===== src/rtl/fixed_point_accumulator_pkg.sv =====
// Shared types and default sizes for the streaming fixed-point accumulator.
package fixed_point_accumulator_pkg;

   typedef enum logic [1:0] {
      IDLE  = 2'd0,
      ACCUM = 2'd1,
      DONE  = 2'd2
   } state_t;

   localparam int DEF_N     = 32;
   localparam int DEF_G     = 8;
   localparam int DEF_CNT_W = 16;

endpackage


===== src/rtl/accum_add_core.sv =====
// Combinational W-bit ripple adder used in the accumulator feedback path.
module accum_add_core #(
   parameter int W = 40
) (
   input  logic [W-1:0] a,
   input  logic [W-1:0] b,
   input  logic         ci,
   output logic [W-1:0] c,
   output logic         co
);

   // Widen by one bit so the carry-out falls out of the same add.
   assign {co, c} = {1'b0, a} + {1'b0, b} + {{W{1'b0}}, ci};

endmodule


===== src/rtl/fixed_point_accumulator.sv =====
// Sums a block of len signed N-bit samples into a guard-extended W-bit
// register and hands the total out on a valid/ready port.
module fixed_point_accumulator
   import fixed_point_accumulator_pkg::*;
#(
   parameter int N     = DEF_N,
   parameter int G     = DEF_G,
   parameter int CNT_W = DEF_CNT_W
) (
   input  logic               clk,
   input  logic               rst,
   input  logic               start,
   input  logic [CNT_W-1:0]   len,
   output logic               busy,
   input  logic               in_valid,
   output logic               in_ready,
   input  logic [N-1:0]       in_data,
   output logic               out_valid,
   input  logic               out_ready,
   output logic [N+G-1:0]     out_sum,
   output logic               out_ovf,
   output logic [CNT_W-1:0]   out_count
);

   localparam int W = N + G;

   state_t             state_q, state_d;
   logic [W-1:0]       acc_q, acc_d;
   logic [CNT_W-1:0]   cnt_q, cnt_d;
   logic [CNT_W-1:0]   len_q, len_d;
   logic               ovf_q, ovf_d;

   logic [W-1:0]       sext;
   logic [W-1:0]       sum;
   logic               add_co;   // carry-out: overflow is judged from sign bits instead

   // Sign-extend the sample to accumulator width (works for G == 0 too).
   assign sext = W'($signed(in_data));

   accum_add_core #(.W(W)) u_add (
      .a  (acc_q),
      .b  (sext),
      .ci (1'b0),
      .c  (sum),
      .co (add_co)
   );

   // State and datapath registers; reset discards any partial block.
   always_ff @(posedge clk or posedge rst) begin
      if (rst) begin
         state_q <= IDLE;
         acc_q   <= '0;
         cnt_q   <= '0;
         len_q   <= '0;
         ovf_q   <= 1'b0;
      end else begin
         state_q <= state_d;
         acc_q   <= acc_d;
         cnt_q   <= cnt_d;
         len_q   <= len_d;
         ovf_q   <= ovf_d;
      end
   end

   // Next-state, accumulate-on-handshake and handshake outputs.
   always_comb begin
      state_d   = state_q;
      acc_d     = acc_q;
      cnt_d     = cnt_q;
      len_d     = len_q;
      ovf_d     = ovf_q;
      in_ready  = 1'b0;
      out_valid = 1'b0;
      unique case (state_q)
         IDLE: begin
            if (start) begin
               acc_d   = '0;
               cnt_d   = '0;
               ovf_d   = 1'b0;
               len_d   = len;
               state_d = (len == '0) ? DONE : ACCUM;
            end
         end
         ACCUM: begin
            in_ready = 1'b1;
            if (in_valid) begin
               acc_d = sum;
               cnt_d = cnt_q + CNT_W'(1);
               // Same-sign operands producing a different-sign result.
               ovf_d = ovf_q | ((acc_q[W-1] == sext[W-1]) && (sum[W-1] != acc_q[W-1]));
               if (cnt_q == len_q - CNT_W'(1)) state_d = DONE;
            end
         end
         DONE: begin
            out_valid = 1'b1;
            if (out_ready) state_d = IDLE;
         end
         default: state_d = IDLE;
      endcase
   end

   assign busy      = (state_q != IDLE);
   assign out_sum   = acc_q;
   assign out_ovf   = ovf_q;
   assign out_count = cnt_q;

endmodule


===== config.mk =====
export PLATFORM = sky130hd
export DESIGN_NAME = fixed_point_accumulator
export DESIGN_NICKNAME = d
export VERILOG_FILES = /design/src/rtl/fixed_point_accumulator_pkg.sv /design/src/rtl/accum_add_core.sv /design/src/rtl/fixed_point_accumulator.sv
export SDC_FILE = /design/constraint.sdc
export NUM_CORES = 1
export LEC_CHECK = 0
export CORE_MARGIN = 2
export CORE_UTILIZATION = 30
export CTS_CLUSTER_SIZE = 16
export DETAILED_ROUTE_END_ITERATION = 8
export HOLD_SLACK_MARGIN = 0.03
export PLACE_DENSITY = 0.53
export SLEW_MARGIN = 25
export SYNTH_ARGS = -nofsm -noshare
export SYNTH_HDL_FRONTEND = slang
export SYNTH_SLANG_ARGS = --single-unit

===== constraint.sdc =====
create_clock -name clk -period 5.5 [get_ports clk]
set_clock_uncertainty 0.15 [all_clocks]
set_input_delay 0.825 -clock clk [delete_from_list [all_inputs] [get_ports clk]]
set_output_delay 0.825 -clock clk [all_outputs]
set_load 0.005 [all_outputs]

==> impl_results.md, run 1 <==
- Result of the run: finished clean
- Drt pass-1 iters: 5
- Clock tree from TritonCTS: done
- Register bit total from synthesis: 75
- Critical path type: input port to flop
- Vias: 5487
- Number of levels the H-tree was split into: 3
- Power density normalized to cell area: 476 nW/µm²
- Cell types with the largest area share after synthesis: dfrtp_1 (32%), ha_1 (8.7%), nand2_1 (7.7%)
- Startpoint type of the worst setup path: input port
- Routed wire length: 17300 µm
- Number of nets in the finished design: 909
- Flop-to-flop setup slack: 1.85 ns
- Setup repair after global routing missed its margin: false
- Last weighted congestion value of the routability-driven placer: 0.824
- Number of antenna violations at the first check in global routing: 0
- Detailed route wirelength on metal3: 669 µm
- Library cell contributing the largest single delay on the critical path: a2111oi_2
- Count of unique library cells instantiated by Yosys: 68
- Post-DR vias/cell: 5.06
- Clock latency on the worst-skew pair: 0.35 ns
- Hold Path Class: flop to flop
- Cell chosen for the clock root: clkbuf_16
- Global-route wire length before repair: 28300 µm
- Worst Hold Path EP: out_sum[13]
- Hold Path Cell Cnt: 2
- IO Pins: 113
- Layout cells sized above 1: 0.0549
- Start point of the worst hold path: out_sum[13]
- Count of hold-fix buffers inserted at cts: 0
- Post-synthesis cell count: 719
- Setup repair bufs after CTS: 0
- Count of max-cap constraint violations: 0
- Slew of the pin with the lowest slew margin: 0.719 ns
- Clock input transition at the sequential cells of the worst setup and hold paths: 0.06 ns
- Post_cts resized: 0
- Final instance area: 7530 µm²
- Max transition margin: 0.521
- Starting density of the core: 0.304
- Required arrival time at the worst endpoint: 5.58 ns
- Synth async-reset ratio: 1.00
- Clk sink count: 75
- FF-to-FF path depth: 10
- Ys flop type: dfrtp_1
- Mean cell area of the mapped netlist: 8.17 µm²
- Fmax: 238 MHz
- Final clock period utilization by the worst path: 0.764
- Dpl hpwl: 12900 µm
- Detail-routed net length per standard cell: 15.9 µm
- GRT overflow: 0
- Total setup violations reported at the end of the flow: 0
- Worst R2R End: out_sum[30]
- Post-synthesis cell area: 5870 µm²
- Ordered list of cells on the worst path: clkdlybuf4s50_1, ha_1, inv_1, fa_1, and2b_1, o2111ai_1, a2111oi_2, o21ai_0, a2111oi_2, o21ai_0, a32o_1
- Die X-Extent: 144 µm
- Area growth from synthesis to layout: 28.3%
- Source of the worst register-to-register timing path: out_sum[0]
- Worst EP arrival: 4.28 ns
- Maximum number of pins on one net before global-route repair: 45
- All-layer global routing usage: 0.172
- Met2 WL post-DR: 7470 µm
- Port bufs: 112
- Number of nets still failing antenna checks after routing: 0
- Number of DRC markers after the initial detailed-route iteration: 242
- Number of warnings issued by yosys: 0
- Beginning of the critical path: in_data[0]
- Clock period minus worst slack: 4.20 ns
- Height of the die: 144 µm
- Fraction of post-synthesis cell area in the top cell type by area: 0.319
- Worst vdd rail ir drop: 0.184 mV
- Post-synthesis cell type with the largest combined area: dfrtp_1
- Hold Fails Final Rpt: 0
- Maximum fanout along the worst path: 4
- P_leak: 3.23 nW
- Total Power: 3.59 mW
- Residual DRC count: 0
- Placed instance area: 7250 µm²
- Total die area: 20700 µm²
- Post-route met1 wirelength: 8900 µm
- Clk buf depth: 2
- Seq/Total Area, Yosys: 0.319
- Floorplan row count: 51
- Highest Signal Layer: met4
- Setup TNS: 0 ns
- Synthesized Nets: 814
- Placeable core region: 19300 µm²
- Number of buffers created by CTS: 9
- Vias in the first global route: 5374
- Number of enable-type register cells in the synthesized netlist: 0
- Peak per-stage delay on the critical path: 0.60 ns
- Endpoint kind of the worst setup timing path: flop
- Final antenna diode count: 0
- Final-report max-slew violation count: 0
placed cells by master (no fill, tap or decap), types with 5 or more instances in the layout:
cell type	instances
o21ai_0	61
o211ai_1	10
a21o_1	21
xnor2_1	35
o2111ai_1	5
clkdlybuf4s50_1	112
and3_1	10
dfrtp_1	75
inv_1	16
nand2_1	120
o21a_1	9
a21oi_1	46
o21bai_1	8
or3_1	12
a31oi_1	5
clkbuf_16	9
nand4_1	13
nor3_1	14
nor4_1	6
and2_1	7
ha_1	41
a211oi_1	12
xor2_1	22
nor2_1	44
nand3_1	22
critical path: cells and delay by family:
kind | cells | cell delay (ns)
adders and majority gates | 2 | 0.65
and+or+nand+nor | 1 | 0.23
buffers and inverters | 2 | 0.54
AOI/OAI and AO/OA | 6 | 2.04
area by class of cell:
| type | instances | area [µm²] |
|---|---|---|
| Timing Repair Buffer | 116 | 1170 |
| Tap cell | 265 | 332 |
| Fill cell | 1984 | 11800 |
| Inverter | 17 | 65.1 |
| Clock inverter | 7 | 55.1 |
| Clock buffer | 9 | 225 |
| Multi-Input combinational cell | 595 | 3810 |
| Sequential cell | 75 | 1880 |
where the power goes:
part	switching, mW	internal (mW)	leakage (nW)
logic	1.11	0.938	2.12
clock network	0.272	0.308	0.132
registers	0.218	0.741	0.980
stage by stage:
| stage | setup slack [ns] | hold slack (ns) | util | cells |
|---|---|---|---|---|
| 2_1_floorplan | 2.02 | 0.315 | - | 719 |
| 3_3_place_gp | 1.17 | 0.347 | 0.374 | 1067 |
| 6_report | 1.30 | 0.364 | 0.390 | 1084 |
| 4_1_cts | 1.37 | 0.369 | 0.390 | 1084 |
| 5_1_grt | 1.12 | 0.390 | 0.390 | 1084 |
| 3_5_place_dp | 1.00 | 0.354 | 0.375 | 1068 |
Yosys cell counts, types with 4 or more instances:
cell type and number:
o21a_1 9, nor2_1 46, a21oi_1 46, nand2_1 120
dfrtp_1 75, a31o_2 4, nand4_1 13, o21ai_0 61
nand3b_1 4, xnor2_1 35, o2111ai_1 5, o211ai_1 10
a31oi_1 5, ha_1 41, and2_1 7, a21o_1 21
nor3_1 14, nor3b_1 4, nand2b_1 4, xor2_1 22
or2_2 4, nor4_1 6, mux2i_1 4, a211oi_1 12
or3_1 12, nand3_1 22, inv_1 17, and3_1 10
o21bai_1 8, clkbuf_1 28
worst max path at each step:
stage	endpoint	depth (start not counted)	slack, ns
floorplan	out_sum[30]	10	2.02
global placement	out_sum[30]	11	1.17
detailed placement	out_sum[30]	11	1.00
CTS	out_sum[30]	11	1.37
global route	out_sum[34]	12	1.12
finish	out_sum[30]	11	1.30
metal layers:
metal  GRT usage  up-vias
li1            -     2794
met1       0.250     2578
met2       0.266       97
met3      0.0317       18
met4      0.0372        0
met5           0        -
kinds of logic (layout without fill, tap and decap cells):
kind of cell,count (synthesis),after routing,synth area share
muxes,5,5,0.00873
DFF,75,75,0.319
AOI/OAI and AO/OA,209,209,0.230
adders and majority gates,42,42,0.0907
xor gates and xnor gates,57,57,0.0850
buffers and inverters,49,149,0.0337
and+or+nand+nor,282,282,0.232
flip-flops by register name, summed over array words and instances, names as in the netlist:
signal and cells:
len_q 16, out_count 16, out_ovf 1, out_sum 40, state_q 2
Note: power is estimated with default switching activity, not from simulation.
==> run 2, diff against run 1 <==
clock period = 4.2 ns   (was 5.5 ns; I/O delays follow)
==> run 2 against run 1 <==
Flip-flop and latch count did not move. Largest cell class unchanged. Total power rose by 34%. Wire length grew 0.72%. Die area did not move.
==> impl_results.md, run 2 (synthesis results as in run 1) <==
- Number of levels the H-tree was split into: 3 (unchanged)
- Residual DRC count: 0 (unchanged)
- Clock tree from TritonCTS: done (unchanged)
- Last weighted congestion value of the routability-driven placer: 0.814 (was 0.824)
- Fmax: 263 MHz
- Leading cell type in the layout, fill and taps excluded: nand2_1 (unchanged)
- Area growth from synthesis to layout: 29.8% (was 28.3%)
- Number of DRC markers after the initial detailed-route iteration: 269 (was 242)
- Height of the die: 144 µm (unchanged)
- GR peak layer: met2 (unchanged)
- Global-route wire length before repair: 28500 µm (was 28300 µm)
- Power density normalized to cell area: 633 nW/µm² (was 476 nW/µm²)
- Detail-routed net length per standard cell: 15.9 µm (about the same)
- Final-report max-slew violation count: 0 (unchanged)
- Clk sink count: 75 (unchanged)
- Port bufs: 112 (unchanged)
- All-layer global routing usage: 0.173 (was 0.172)
- P_leak: 3.28 nW (was 3.23 nW)
- Final Non-Filler Cells: 1092 (was 1084)
- Worst EP arrival: 3.88 ns (was 4.28 ns)
- Number of antenna violations at the first check in global routing: 0 (unchanged)
- Drt pass-1 iters: 4 (was 5)
- Max transition margin: 0.592 (was 0.521)
- Clock input transition at the sequential cells of the worst setup and hold paths: 0.06 ns (about the same)
- Vias: 5464 (was 5487)
- Setup repair after global routing missed its margin: false (unchanged)
- Met3 demand-to-capacity share in global routing: 0.0217 (was 0.0317)
- Count of max-cap constraint violations: 0 (unchanged)
- Total of fill cells in the finished design: 1955 (was 1984)
- IO Pins: 113 (unchanged)
- Total die area: 20700 µm² (unchanged)
- Slew of the pin with the lowest slew margin: 0.612 ns (was 0.719 ns)
- Maximum fanout along the worst path: 4 (unchanged)
- GRT overflow: 0 (unchanged)
- Count of hold-fix buffers inserted at cts: 0 (unchanged)
- Total Power: 4.82 mW (was 3.59 mW)
- Result of the run: finished clean (unchanged)
- Floorplan row count: 51 (unchanged)
- Setup repair bufs after CTS: 0 (unchanged)
- Post-DR vias/cell: 5.00 (was 5.06)
- Routed wire length: 17400 µm (was 17300 µm)
- Required arrival time at the worst endpoint: 4.28 ns (was 5.58 ns)
- Number of nets still failing antenna checks after routing: 0 (unchanged)
- Layout cells sized above 1: 0.0641 (was 0.0549)
- Maximum number of pins on one net before global-route repair: 44 (was 45)
- Final instance area: 7620 µm² (was 7530 µm²)
- Final clock period utilization by the worst path: 0.904
- Cell chosen for the clock root: clkbuf_16 (unchanged)
- Hold Path Class: input port to asynchronous set/reset pin (was flop to flop)
- Routing usage on met1: 0.258 (was 0.250)
- Dpl hpwl: 13200 µm (was 12900 µm)
- Total setup violations reported at the end of the flow: 0 (unchanged)
- Startpoint type of the worst setup path: input port (unchanged)
- Starting density of the core: 0.304 (unchanged)
- Number of flip-flops under the largest register name: 40 (unchanged)
- Commonest cells after routing, fill and taps aside: nand2_1 (120), clkdlybuf4s50_1 (112), dfrtp_1 (75), o21ai_0 (61), a21oi_1 (46) (unchanged)
- Endpoint kind of the worst setup timing path: flop (unchanged)
- Placed instance area: 7290 µm² (was 7250 µm²)
- Die X-Extent: 144 µm (unchanged)
- Placeable core region: 19300 µm² (unchanged)
- Clk buf depth: 2 (unchanged)
- Clock latency on the worst-skew pair: 0.35 ns (about the same)
- Number of buffers created by CTS: 9 (unchanged)
- Final antenna diode count: 0 (unchanged)
- Number of nets in the finished design: 917 (was 909)
- Post_cts resized: 0 (unchanged)
- Critical path type: input port to flop (unchanged)
- Hold Fails Final Rpt: 0 (unchanged)
- Vias in the first global route: 5407 (was 5374)
- Worst vdd rail ir drop: 0.241 mV (was 0.184 mV)
- Placed Cells incl. Taps: 1076 (was 1068)
- Clock period minus worst slack: 3.80 ns
- Grt met2 use: 0.261 (was 0.266)
==> run 2: cell count changes in the layout (fill, tap and decap cells not counted), sizes merged <==
cell / previous run / this run
bufinv: 0 / 2
buf: 4 / 12
clkinv: 6 / 3
clkbuf: 9 / 10
==> run 2: worst paths after layout <==
| check | startpoint | cells after the start | slack (ns) | end |
|---|---|---|---|---|
| setup / recovery | in_data[0] | 12 | 0.40 | out_sum[38] |
| hold / removal | rst | 2 | 0.33 | out_sum[9] |
| setup reg to reg | out_sum[0] | 11 | 0.74 | out_sum[38] |
| hold reg to reg | out_ovf | 2 | 0.36 | out_ovf |
| max in group asynchronous | rst | 3 | 2.77 | out_count[4] |
| min in group clk | out_ovf | 2 | 0.36 | out_ovf |
==> run 2: per-layer routing <==
layer  up-vias  share of wire
met3        11          0.032
li1       2797              -
met4         0          0.011
met5         -              0
met2        90           0.43
met1      2566           0.53
==> run 2: power breakdown <==
group	internal (mW)	switching, mW	leakage (nW)
combinational	1.24	1.45	2.15
clock	0.537	0.347	0.155
sequential	0.970	0.289	0.980
==> run 2: critical path: stages <==
cell and delay [ns]:
clkdlybuf4s50_1 0.46, ha_1 0.23, inv_1 0.08, fa_1 0.39, and2b_1 0.23, o2111ai_1 0.15
a2111oi_2 0.49, o21ai_0 0.22, a2111oi_2 0.56, o211ai_1 0.20, mux2i_1 0.18, nand2_1 0.06
==> run 2: layout make-up <==
type | instances | area (µm²) | area share
clock buffers | 10 | 239 | 0.0314
clock inverters | 6 | 88.8 | 0.0117
well taps | 265 | 332 | 0.0435
repair buffers | 124 | 1210 | 0.159
flip-flops and latches | 75 | 1880 | 0.246
inverters | 17 | 65.1 | 0.00854
multi-input cells | 595 | 3810 | 0.500
==> run 2: stage by stage <==
| step | worst slack, ns | TNS (ns) | utilization | hold slack [ns] |
|---|---|---|---|---|
| CTS | 0.362 | 0 | 0.394 | 0.336 |
| global placement | 0.140 | 0 | 0.377 | 0.340 |
| global route | 0.0498 | 0 | 0.394 | 0.350 |
| detailed placement | -0.00617 | -0.00617 | 0.377 | 0.346 |
| finish | 0.403 | 0 | 0.394 | 0.332 |
| floorplan | 0.915 | 0 | - | 0.315 |
==> run 3, diff against run 2 <==
CORE_UTILIZATION = 53   (was 30)
PLACE_DENSITY = 0.83   (was 0.53)
clock period = 3.6 ns   (was 4.2 ns; I/O delays follow)
==> run 3 against run 2 <==
Via count up 8.4%. Largest cell class unchanged. Design area down 2.4%. First-iteration DRC count up 51%. Critical path depth up 1. Final cell count down 10%. Total power up 11%. Sequential power up 16%. Clock power down 21%. Sequential share of layout area up 0.62 points. Flip-flop and latch count unchanged. Register-to-register slack worse by 0.31 ns. Die area down 42%.
==> impl_results.md, run 3 (synthesis results as in run 1) <==
- All-layer global routing usage: 0.290 (was 0.173)
- Count of hold-fix buffers inserted at cts: 0 (unchanged)
- Start point of the worst hold path: len_q[15]
- Worst EP arrival: 3.53 ns (was 3.88 ns)
- Clock tree from TritonCTS: done (unchanged)
- Layout cells sized above 1: 0.0775 (was 0.0641)
- Routed wire length: 16700 µm (was 17400 µm)
- FF-to-FF path depth: 12 (was 11)
- Fmax: 294 MHz
- Worst R2R End: out_sum[38] (unchanged)
- Clock period minus worst slack: 3.41 ns
- Maximum fanout along the worst path: 4 (unchanged)
- Hold Fails Final Rpt: 0 (unchanged)
- Total setup violations reported at the end of the flow: 0 (unchanged)
- Beginning of the critical path: in_data[0] (unchanged)
- Ordered list of cells on the worst path: clkdlybuf4s50_1, ha_1, inv_1, fa_1, and2b_1, o2111ai_1, a2111oi_4, o21ai_1, a2111oi_2, buf_4, o211ai_1, mux2i_1, nand2_1 (was clkdlybuf4s50_1, ha_1, inv_1, fa_1, and2b_1, o2111ai_1, a2111oi_2, o21ai_0, a2111oi_2, o211ai_1, mux2i_1, nand2_1)
- Hold Path Cell Cnt: 2
- Total Power: 5.35 mW (was 4.82 mW)
- Number of nets in the finished design: 929 (was 917)
- Required arrival time at the worst endpoint: 3.72 ns (was 4.28 ns)
- Number of levels the H-tree was split into: 3 (unchanged)
- Setup repair bufs after CTS: 0 (unchanged)
- Endpoint kind of the worst setup timing path: flop (unchanged)
- Number of DRC markers after the initial detailed-route iteration: 405 (was 269)
- Library cell contributing the largest single delay on the critical path: clkdlybuf4s50_1 (was a2111oi_2)
- Slew of the pin with the lowest slew margin: 0.702 ns (was 0.612 ns)
- Power density normalized to cell area: 720 nW/µm² (was 633 nW/µm²)
- Result of the run: finished clean (unchanged)
- Placeable core region: 10800 µm² (was 19300 µm²)
- GRT overflow: 0 (unchanged)
- P_leak: 3.28 nW (about the same)
- Maximum number of pins on one net before global-route repair: 44 (unchanged)
- Setup repair after global routing missed its margin: false (unchanged)
- Leading cell type in the layout, fill and taps excluded: nand2_1 (unchanged)
- Worst Hold Path EP: len_q[15]
- Residual DRC count: 0 (unchanged)
- IO Pins: 113 (unchanged)
- Number of buffers created by CTS: 9 (unchanged)
- Startpoint type of the worst setup path: input port (unchanged)
- Smallest hold slack: 0.351 ns (was 0.332 ns)
- Clk buf depth: 2 (unchanged)
- Clk sink count: 75 (unchanged)
- Drt pass-1 iters: 7 (was 4)
- Height of the die: 109 µm (was 144 µm)
- Flop-to-flop setup slack: 0.43 ns (was 0.74 ns)
- Number of nets still failing antenna checks after routing: 0 (unchanged)
- Worst vdd rail ir drop: 0.320 mV (was 0.241 mV)
- Peak per-stage delay on the critical path: 0.46 ns (was 0.56 ns)
- Area growth from synthesis to layout: 26.6% (was 29.8%)
- Total die area: 11900 µm² (was 20700 µm²)
- Number of antenna violations at the first check in global routing: 0 (unchanged)
- Area of the multi-input gates: 3820 µm² (was 3810 µm²)
- Hold Path Class: flop to flop (was input port to asynchronous set/reset pin)
- Total of fill cells in the finished design: 894 (was 1955)
- Clock input transition at the sequential cells of the worst setup and hold paths: 0.09 ns (was 0.06 ns)
- Last weighted congestion value of the routability-driven placer: 0.922 (was 0.814)
- Detail-routed net length per standard cell: 17.0 µm (was 15.9 µm)
- Final clock period utilization by the worst path: 0.946
- Final-report max-slew violation count: 0 (unchanged)
- Floorplan row count: 38 (was 51)
- Clock latency on the worst-skew pair: 0.38 ns (was 0.35 ns)
- Reg area: 1880 µm² (unchanged)
- Max transition margin: 0.532 (was 0.592)
- Number of flip-flops under the largest register name: 40 (unchanged)
- Vias in the first global route: 5692 (was 5407)
- Dpl hpwl: 12600 µm (was 13200 µm)
- Starting density of the core: 0.542 (was 0.304)
- Port bufs: 112 (unchanged)
- Critical path type: input port to flop (unchanged)
- Die X-Extent: 109 µm (was 144 µm)
- Vias: 5923 (was 5464)
- Post-DR vias/cell: 6.05 (was 5.00)
- Cell chosen for the clock root: clkbuf_8 (was clkbuf_16)
- Count of max-cap constraint violations: 0 (unchanged)
- Commonest cells after routing, fill and taps aside: nand2_1 (120), clkdlybuf4s50_1 (112), dfrtp_1 (75), o21ai_0 (60), a21oi_1 (46) (was nand2_1 (120), clkdlybuf4s50_1 (112), dfrtp_1 (75), o21ai_0 (61), a21oi_1 (46))
- Final antenna diode count: 0 (unchanged)
- Source of the worst register-to-register timing path: out_sum[0] (unchanged)
- Global-route wire length before repair: 27300 µm (was 28500 µm)
-- run 3: cell count changes in the layout (fill, tap and decap cells not counted), sizes merged --
cell	delta
buf	+12
inv	+2
bufinv	-1
clkinv	-1
-- run 3: layer usage --
metal,track usage,wire length [µm],vias up
met3,0.0389,1220,27
met2,0.483,7930,250
li1,-,-,2823
met4,0.106,316,0
met5,0,0,-
met1,0.385,7230,2823
-- run 3: per-stage QoR --
| stage | utilization | std cells | TNS [ns] | area (µm²) | setup slack (ns) |
|---|---|---|---|---|---|
| after detailed placement | 0.666 | 963 | -1.77 | 7220 | -0.374 |
| final | 0.686 | 979 | 0 | 7440 | 0.194 |
| after global routing | 0.686 | 979 | 0 | 7440 | 0.0228 |
| after global placement | 0.666 | 963 | -1.04 | 7220 | -0.270 |
| after floorplan | - | 719 | 0 | 5870 | 0.405 |
| after CTS | 0.685 | 979 | 0 | 7420 | 0.0374 |
-- run 3: report_power, final --
| part | leakage [nW] | switching [mW] | internal (mW) |
|---|---|---|---|
| clock | 0.0987 | 0.358 | 0.339 |
| combinational | 2.20 | 1.72 | 1.48 |
| sequential | 0.980 | 0.326 | 1.13 |
| total | 3.28 | 2.41 | 2.95 |
-- run 3: critical path: cells and delay by family --
family | cells | cell delay (ns)
compound gates | 5 | 1.25
fa+ha+maj | 2 | 0.56
simple gates | 2 | 0.29
mux | 1 | 0.17
buf+inv | 3 | 0.71
-- run 3: area by class of cell --
| cell class | instances | share of cell area |
|---|---|---|
| clock buffer | 10 | 0.0185 |
| clock inverter | 6 | 0.00858 |
| inverter | 17 | 0.00858 |
| multi-input combinational | 595 | 0.513 |
| sequential | 75 | 0.252 |
| tap | 140 | 0.0236 |
| timing repair buffer | 136 | 0.175 |
-- run 3: repair_timing --
| action | in CTS | in global routing |
|---|---|---|
| resized for setup | 0 | 2 |
| setup endpoints to repair | 0 | 3 |
| endpoints found under the hold margin | 0 | 0 |
-- run 3: worst max path at each step --
stage,to,slack (ns),cells past startpoint
6_report,out_sum[38],0.19,13
4_1_cts,out_sum[30],0.04,12
3_5_place_dp,out_sum[30],-0.37,12
2_1_floorplan,out_sum[30],0.41,10
5_1_grt,out_sum[34],0.02,13
3_3_place_gp,out_sum[30],-0.27,12
